## src/rtl/uart_rx_frame_pkg.sv

```systemverilog
// Shared definitions for the parametrised UART blocks: parity encodings,
// receiver state encoding and a constant clog2 for sizing counters.
package uart_rx_frame_pkg;

    localparam int PAR_NONE = 0;
    localparam int PAR_ODD  = 1;
    localparam int PAR_EVEN = 2;

    typedef enum logic [2:0] {
        ST_IDLE      = 3'd0,
        ST_START     = 3'd1,
        ST_DATA      = 3'd2,
        ST_PARITY    = 3'd3,
        ST_STOP      = 3'd4,
        ST_WAIT_IDLE = 3'd5
    } rx_state_t;

    function automatic int clog2(input int value);
        int result;
        int v;
        result = 0;
        v = value - 1;
        while (v > 0) begin
            result = result + 1;
            v = v >> 1;
        end
        return result;
    endfunction

endpackage

```

## src/rtl/uart_bit_timer.sv

```systemverilog
// Bit-period timer shared by the UART receive and transmit paths: free-runs
// from a clear, wraps every CLK_PER_BIT cycles, flags the half- and full-bit points.
module uart_bit_timer #(
    parameter int CLK_PER_BIT = 16
) (
    input  logic clk,
    input  logic rst_n,
    input  logic clear,
    output logic half_tick,
    output logic full_tick
);
    import uart_rx_frame_pkg::*;

    localparam int HALF_BIT = CLK_PER_BIT / 2;
    localparam int CNT_W    = clog2(CLK_PER_BIT) + 1;

    logic [CNT_W-1:0] cnt;

    assign half_tick = (cnt == CNT_W'(HALF_BIT - 1));
    assign full_tick = (cnt == CNT_W'(CLK_PER_BIT - 1));

    always_ff @(posedge clk or negedge rst_n) begin
        if (!rst_n) begin
            cnt <= '0;
        end else if (clear || full_tick) begin
            cnt <= '0;
        end else begin
            cnt <= cnt + CNT_W'(1);
        end
    end

endmodule

```

## src/rtl/uart_rx_frame.sv

```systemverilog
// Parametrised UART receiver with parity/framing/overrun reporting and a
// valid/ready output register. Define UART_RX_MAJORITY_EN for 2-of-3 voted sampling.
//
// Handshake: a word is held on data_out/flags while data_valid=1 and is
// consumed on any clock edge where data_valid && data_ready.
module uart_rx_frame #(
    parameter int CLOCK_FREQ = 16000000,
    parameter int BAUD       = 9600,
    parameter int WIDTH      = 8,
    parameter int PARITY     = 0,
    parameter int STOP_BITS  = 1
) (
    input  logic             clk,
    input  logic             rst_n,
    input  logic             rx_in,
    output logic [WIDTH-1:0] data_out,
    output logic             data_valid,
    input  logic             data_ready,
    output logic             parity_err,
    output logic             frame_err,
    output logic             overrun,
    output logic             busy
);
    import uart_rx_frame_pkg::*;

    localparam int CLK_PER_BIT = CLOCK_FREQ / BAUD;
    localparam int IDX_W       = clog2(WIDTH) + 1;

    logic             sync1;
    logic             rx_s;
    logic             sample;
    rx_state_t        state;
    rx_state_t        state_next;
    logic             timer_clear;
    logic             half_tick;
    logic             full_tick;
    logic [WIDTH-1:0] shift_q;
    logic [IDX_W-1:0] bit_idx;
    logic             perr_q;
    logic             ferr_q;
    logic             frame_done;
    logic             last_data;
    logic             last_stop;

    always_ff @(posedge clk or negedge rst_n) begin
        if (!rst_n) begin
            sync1 <= 1'b1;
            rx_s  <= 1'b1;
        end else begin
            sync1 <= rx_in;
            rx_s  <= sync1;
        end
    end

`ifdef UART_RX_MAJORITY_EN
    logic [2:0] vote_q;

    always_ff @(posedge clk or negedge rst_n) begin
        if (!rst_n) begin
            vote_q <= 3'b111;
        end else begin
            vote_q <= {vote_q[1:0], rx_s};
        end
    end

    assign sample = (vote_q[0] & vote_q[1]) | (vote_q[0] & vote_q[2]) | (vote_q[1] & vote_q[2]);
`else
    assign sample = rx_s;
`endif

    uart_bit_timer #(.CLK_PER_BIT(CLK_PER_BIT)) u_bit_timer (
        .clk       (clk),
        .rst_n     (rst_n),
        .clear     (timer_clear),
        .half_tick (half_tick),
        .full_tick (full_tick)
    );

    assign last_data = (bit_idx == IDX_W'(WIDTH - 1));
    assign last_stop = (bit_idx == IDX_W'(STOP_BITS - 1));

    always_ff @(posedge clk or negedge rst_n) begin
        if (!rst_n) begin
            state <= ST_IDLE;
        end else begin
            state <= state_next;
        end
    end

    always_comb begin
        state_next = state;
        case (state)
            ST_IDLE:      if (!rx_s) state_next = ST_START;
            ST_START:     if (half_tick) state_next = sample ? ST_IDLE : ST_DATA;
            ST_DATA:      if (full_tick && last_data)
                              state_next = (PARITY != PAR_NONE) ? ST_PARITY : ST_STOP;
            ST_PARITY:    if (full_tick) state_next = ST_STOP;
            ST_STOP:      if (full_tick && last_stop)
                              state_next = (ferr_q || !sample) ? ST_WAIT_IDLE : ST_IDLE;
            ST_WAIT_IDLE: if (rx_s) state_next = ST_IDLE;
            default:      state_next = ST_IDLE;
        endcase
    end

    always_comb begin
        busy        = (state != ST_IDLE);
        timer_clear = (state == ST_IDLE) || (state == ST_START && half_tick);
        frame_done  = (state == ST_STOP) && full_tick && last_stop;
    end

    // bit_idx counts data bits, then is reused to count stop bits
    always_ff @(posedge clk or negedge rst_n) begin
        if (!rst_n) begin
            shift_q <= '0;
            bit_idx <= '0;
            perr_q  <= 1'b0;
            ferr_q  <= 1'b0;
        end else begin
            case (state)
                ST_IDLE: begin
                    bit_idx <= '0;
                    perr_q  <= 1'b0;
                    ferr_q  <= 1'b0;
                end
                ST_DATA: if (full_tick) begin
                    shift_q <= {sample, shift_q[WIDTH-1:1]};
                    bit_idx <= last_data ? '0 : bit_idx + IDX_W'(1);
                end
                ST_PARITY: if (full_tick) begin
                    perr_q <= ((^shift_q) ^ sample) != (PARITY == PAR_ODD);
                end
                ST_STOP: if (full_tick) begin
                    bit_idx <= bit_idx + IDX_W'(1);
                    if (!sample) ferr_q <= 1'b1;
                end
                default: ;
            endcase
        end
    end

    // A completed frame is dropped only when the held word is not being taken this cycle
    always_ff @(posedge clk or negedge rst_n) begin
        if (!rst_n) begin
            data_out   <= '0;
            data_valid <= 1'b0;
            parity_err <= 1'b0;
            frame_err  <= 1'b0;
            overrun    <= 1'b0;
        end else if (frame_done && data_valid && !data_ready) begin
            overrun <= 1'b1;
        end else if (frame_done) begin
            data_out   <= shift_q;
            data_valid <= 1'b1;
            parity_err <= perr_q;
            frame_err  <= ferr_q | ~sample;
            overrun    <= 1'b0;
        end else if (data_valid && data_ready) begin
            data_valid <= 1'b0;
            overrun    <= 1'b0;
        end
    end

endmodule

```

## config.mk

```make
export PLATFORM = sky130hd
export DESIGN_NAME = uart_rx_frame
export DESIGN_NICKNAME = d
export VERILOG_FILES = /design/src/rtl/uart_rx_frame_pkg.sv /design/src/rtl/uart_bit_timer.sv /design/src/rtl/uart_rx_frame.sv
export SDC_FILE = /design/constraint.sdc
export NUM_CORES = 1
export LEC_CHECK = 0
export ABC_AREA = 1
export CAP_MARGIN = 30
export CORE_MARGIN = 8
export CORE_UTILIZATION = 52
export CTS_CLUSTER_DIAMETER = 40
export DETAILED_ROUTE_END_ITERATION = 12
export PLACE_DENSITY = 0.82
export SYNTH_ARGS = -nofsm -noshare
export SYNTH_HDL_FRONTEND = slang
export SYNTH_SLANG_ARGS = --single-unit
export TNS_END_PERCENT = 30
```

## constraint.sdc

```tcl
create_clock -name clk -period 1.6 [get_ports clk]
set_input_delay 0.24 -clock clk [delete_from_list [all_inputs] [get_ports clk]]
set_output_delay 0.24 -clock clk [all_outputs]
set_load 0.005 [all_outputs]
```

==> impl_metrics.toml <==
[status]
status = "finished with violations"
violations = "hold timing"

[detailed_routing]
routed_wl_mm = 4.449
drc = 0
drtIter0Drc = 81
dr.pass1.iters = 4
viasPerCell = 5.032
ant_nets = 0
wl_per_cell_um = 11.74
vias = 1907

[power_and_ir_drop]
power.density_nw_per_um2 = 721.4
power_frac_comb_pct = 3.7
p_seq_share_pct = 54.6
sw_frac_of_total_pct = 21.12
leakage_nw = 1.349
ir_drop_mv = 0.5805
p_switching_w = 0.0004293
p_int_w = 0.001603
clockPowerShare_pct = 41.6

[setup_path]
critPathCaptureType = "primary output"
cp-start-kind = "flop"
reg2reg_to = "data_out[7]"
crit_chain = "nor2_4 > inv_2 > nor2_2 > inv_1 > dlygate4sd2_1"
r2r_setup_slack_ns = 0.06
cp.arrival_ns = 1.33
path_delay_family = "flip-flops"
slowest_stage = "dfrtp_2"
path_max_fanout = 2
crit_type = "reg -> out"
required_ns = 1.36
slowest_delay_ns = 0.42
r2r_start = "u_bit_timer.cnt[1]"
reg2regPathDepth = 10
crit_buf_inv = 3

[worst_hold_path]
hold_path.class = "in -> async"

[place]
place_ws_ns = 0.01286
portBuffers = 16
dp_hpwl_mm = 3.284
routabilityCongestion = 0.8636

[yosys]
ys_warn_count = 0
synth_edf_count = 0
synth_top_cell_area_share_pct = 44.02
yosys.area.top_type = "dfrtp_1"
ys_top_cells_by_count = "90 x nand2_1, 41 x dfrtp_1, 35 x inv_1"
synth_cells = 288
ys_types = 30
netlist_top_cells_area = "dfrtp_1 44%, nand2_1 14%, inv_1 5.6%, nor2_1 5.2%, xor2_1 3.4%"
synth_nets = 297
synthFlopType = "dfrtp_1"
syn_avg_cell_area_um2 = 8.094
synth.most_common_cell = "nand2_1"
ys_ff_latch = 43
synth_area_um2 = 2331
async_flop_share_pct = 100.0
ys_seq_area_share_pct = 46.27

[global_routing]
antenna_found_initial = 0
grt_max_degree = 44
grt.total_usage_pct = 14.18
grt_pass1_vias = 1920
grt_pass1_wl_mm = 8.231
gr-total-overflow = 0

[floorplanning]
initial_core_util_pct = 53.91
die_area_um2 = 6881
ios = 17
coreArea_um2 = 4324
rows = 24
chipHeight_um = 82.95
die_x_um = 82.95

[cts]
cts_tree = "done"
clk_latency_ns = 0.30
cts_htree_levels = 2
ctsHoldBuffers = 0
clk_pin_slew_ns = 0.09
cts_buffers = 5
cts_root_buffer = "clkbuf_8"
cts.sinks = 43
clockBufferDepth = 2

[sta]
finalCritPeriodShare_pct = 98.06
rsz0062_at_grt = "true"
slew_viol_final = 0
fin_ws_ns = 0.03097
layout_min_cycle_time_ns = 1.569
timing.clock.skew_ns = 0.01168
setup_viol = 0
slew_headroom_pct = 64.57
hold_viol_final = 11
timing.fmax_ghz = 0.6373
worstMarginPinSlew_ns = 0.5314
hold_slack_ns = -0.006149

[layout]
utilization_pct = 65.16
final_nets = 335
syn2layout_area_growth_pct = 20.88
diodes = 0
drive_above_1_share_pct = 19.27
nFillCells = 374

[run]
drv_cap = 0
-- sequential cells by signal, indices dropped and copies added, names as in the netlist --
signal,cells
ferr_q,1
parity_err,1
shift_q,8
state,3
overrun,1
frame_err,1
sync1,1
perr_q,1
u_bit_timer.cnt,12
data_out,8
data_valid,1
rx_s,1
bit_idx,4
-- how the worst max path moves through the flow --
stage	start	to	slack (ns)	depth (start not counted)
after floorplan	bit_idx[0]	data_out[0]	0.08	9
after global placement	state[1]	busy	0.03	5
after detailed placement	u_bit_timer.cnt[1]	data_out[2]	0.01	10
after CTS	u_bit_timer.cnt[1]	data_out[2]	-0.002	10
after global routing	u_bit_timer.cnt[6]	state[2]	-0.11	8
final	state[0]	busy	0.03	5
-- layer usage --
layer,vias to the layer above,GRT usage (%),wire length [um]
li1,969,-,-
met1,896,16.45,2019
met2,31,23.13,2130
met3,11,4.688,195
met4,0,6.390,104
met5,-,0,0
-- cells by family (layout without fill, tap and decap cells) --
kind of cell               Yosys count  after routing  share of synthesized area (%)
AOI/OAI and AO/OA                   31             31                          8.427
buffers and inverters               43             82                          7.623
and+or+nand+nor                    154            154                          30.49
adders and majority gates            5              5                          2.684
xor gates and xnor gates            12             12                          4.509
DFF                                 43             43                          46.27
-- worst reg2reg max path, delay by kind of cell, from the launching register on --
kind | cells | cell delay [ns]
DFF | 1 | 0.39
adders and majority gates | 1 | 0.18
and+or+nand+nor | 5 | 0.54
AOI/OAI and AO/OA | 1 | 0.05
buffers and inverters | 3 | 0.27
-- cell usage in the layout, fill, tap and decap left out, drive strengths merged --
| cell type | n |
|---|---|
| buf | 20 |
| xnor2 | 3 |
| inv | 39 |
| dfstp | 2 |
| o21bai | 1 |
| nand2 | 90 |
| clkbuf | 5 |
| o22ai | 1 |
| nand3 | 13 |
| xor2 | 9 |
| bufinv | 1 |
| clkinv | 2 |
| nand4 | 5 |
| o21ai | 25 |
| nor2 | 38 |
| dfrtp | 41 |
| nor3 | 7 |
| nor3b | 1 |
| ha | 5 |
| o211ai | 1 |
| clkdlybuf4s50 | 14 |
| dlygate4sd2 | 1 |
| a21oi | 3 |
-- layout make-up --
cell class | instances | area, um^2 | area share, %
multi-input combinational | 202 | 1100 | 39.03
timing repair buffer | 35 | 309.0 | 10.97
inverter | 39 | 151.4 | 5.373
clock buffer | 5 | 68.82 | 2.442
sequential | 43 | 1080 | 38.32
clock inverter | 3 | 43.79 | 1.554
tap | 52 | 65.06 | 2.309
-- power groups by stage --
| stage | clock network [W] | logic, W | registers [W] |
|---|---|---|---|
| after floorplan | 0 | 0.0000185 | 0.00113 |
| after global placement | 0 | 0.0000776 | 0.00113 |
| after detailed placement | 0 | 0.0000792 | 0.00113 |
| after CTS | 0.000874 | 0.0000793 | 0.00111 |
| after global routing | 0.000909 | 0.0000881 | 0.00111 |
| final | 0.000846 | 0.0000757 | 0.00111 |
-- stage by stage --
| stage | std cells | power, W | TNS (ns) | hold slack (ns) | area, um^2 |
|---|---|---|---|---|---|
| after floorplan | 288 | 0.001151 | 0 | -0.05559 | 2331 |
| after global placement | 368 | 0.001209 | 0 | 0.3404 | 2655 |
| after detailed placement | 368 | 0.001211 | 0 | 0.3464 | 2655 |
| after CTS | 379 | 0.002064 | -0.001641 | 0.01410 | 2795 |
| after global routing | 379 | 0.002110 | -1.281 | 0.03414 | 2818 |
| final | 379 | 0.002033 | 0 | -0.006149 | 2818 |
-- repair_timing --
action | CTS | global route
pin swaps | 1 | 3
endpoints found under the hold margin | 0 | 0
resized for setup | 4 | 7
buffers inserted | 3 | 0
setup endpoints to repair | 3 | 40
No activity file was read; power rests on OpenSTA's default activity.
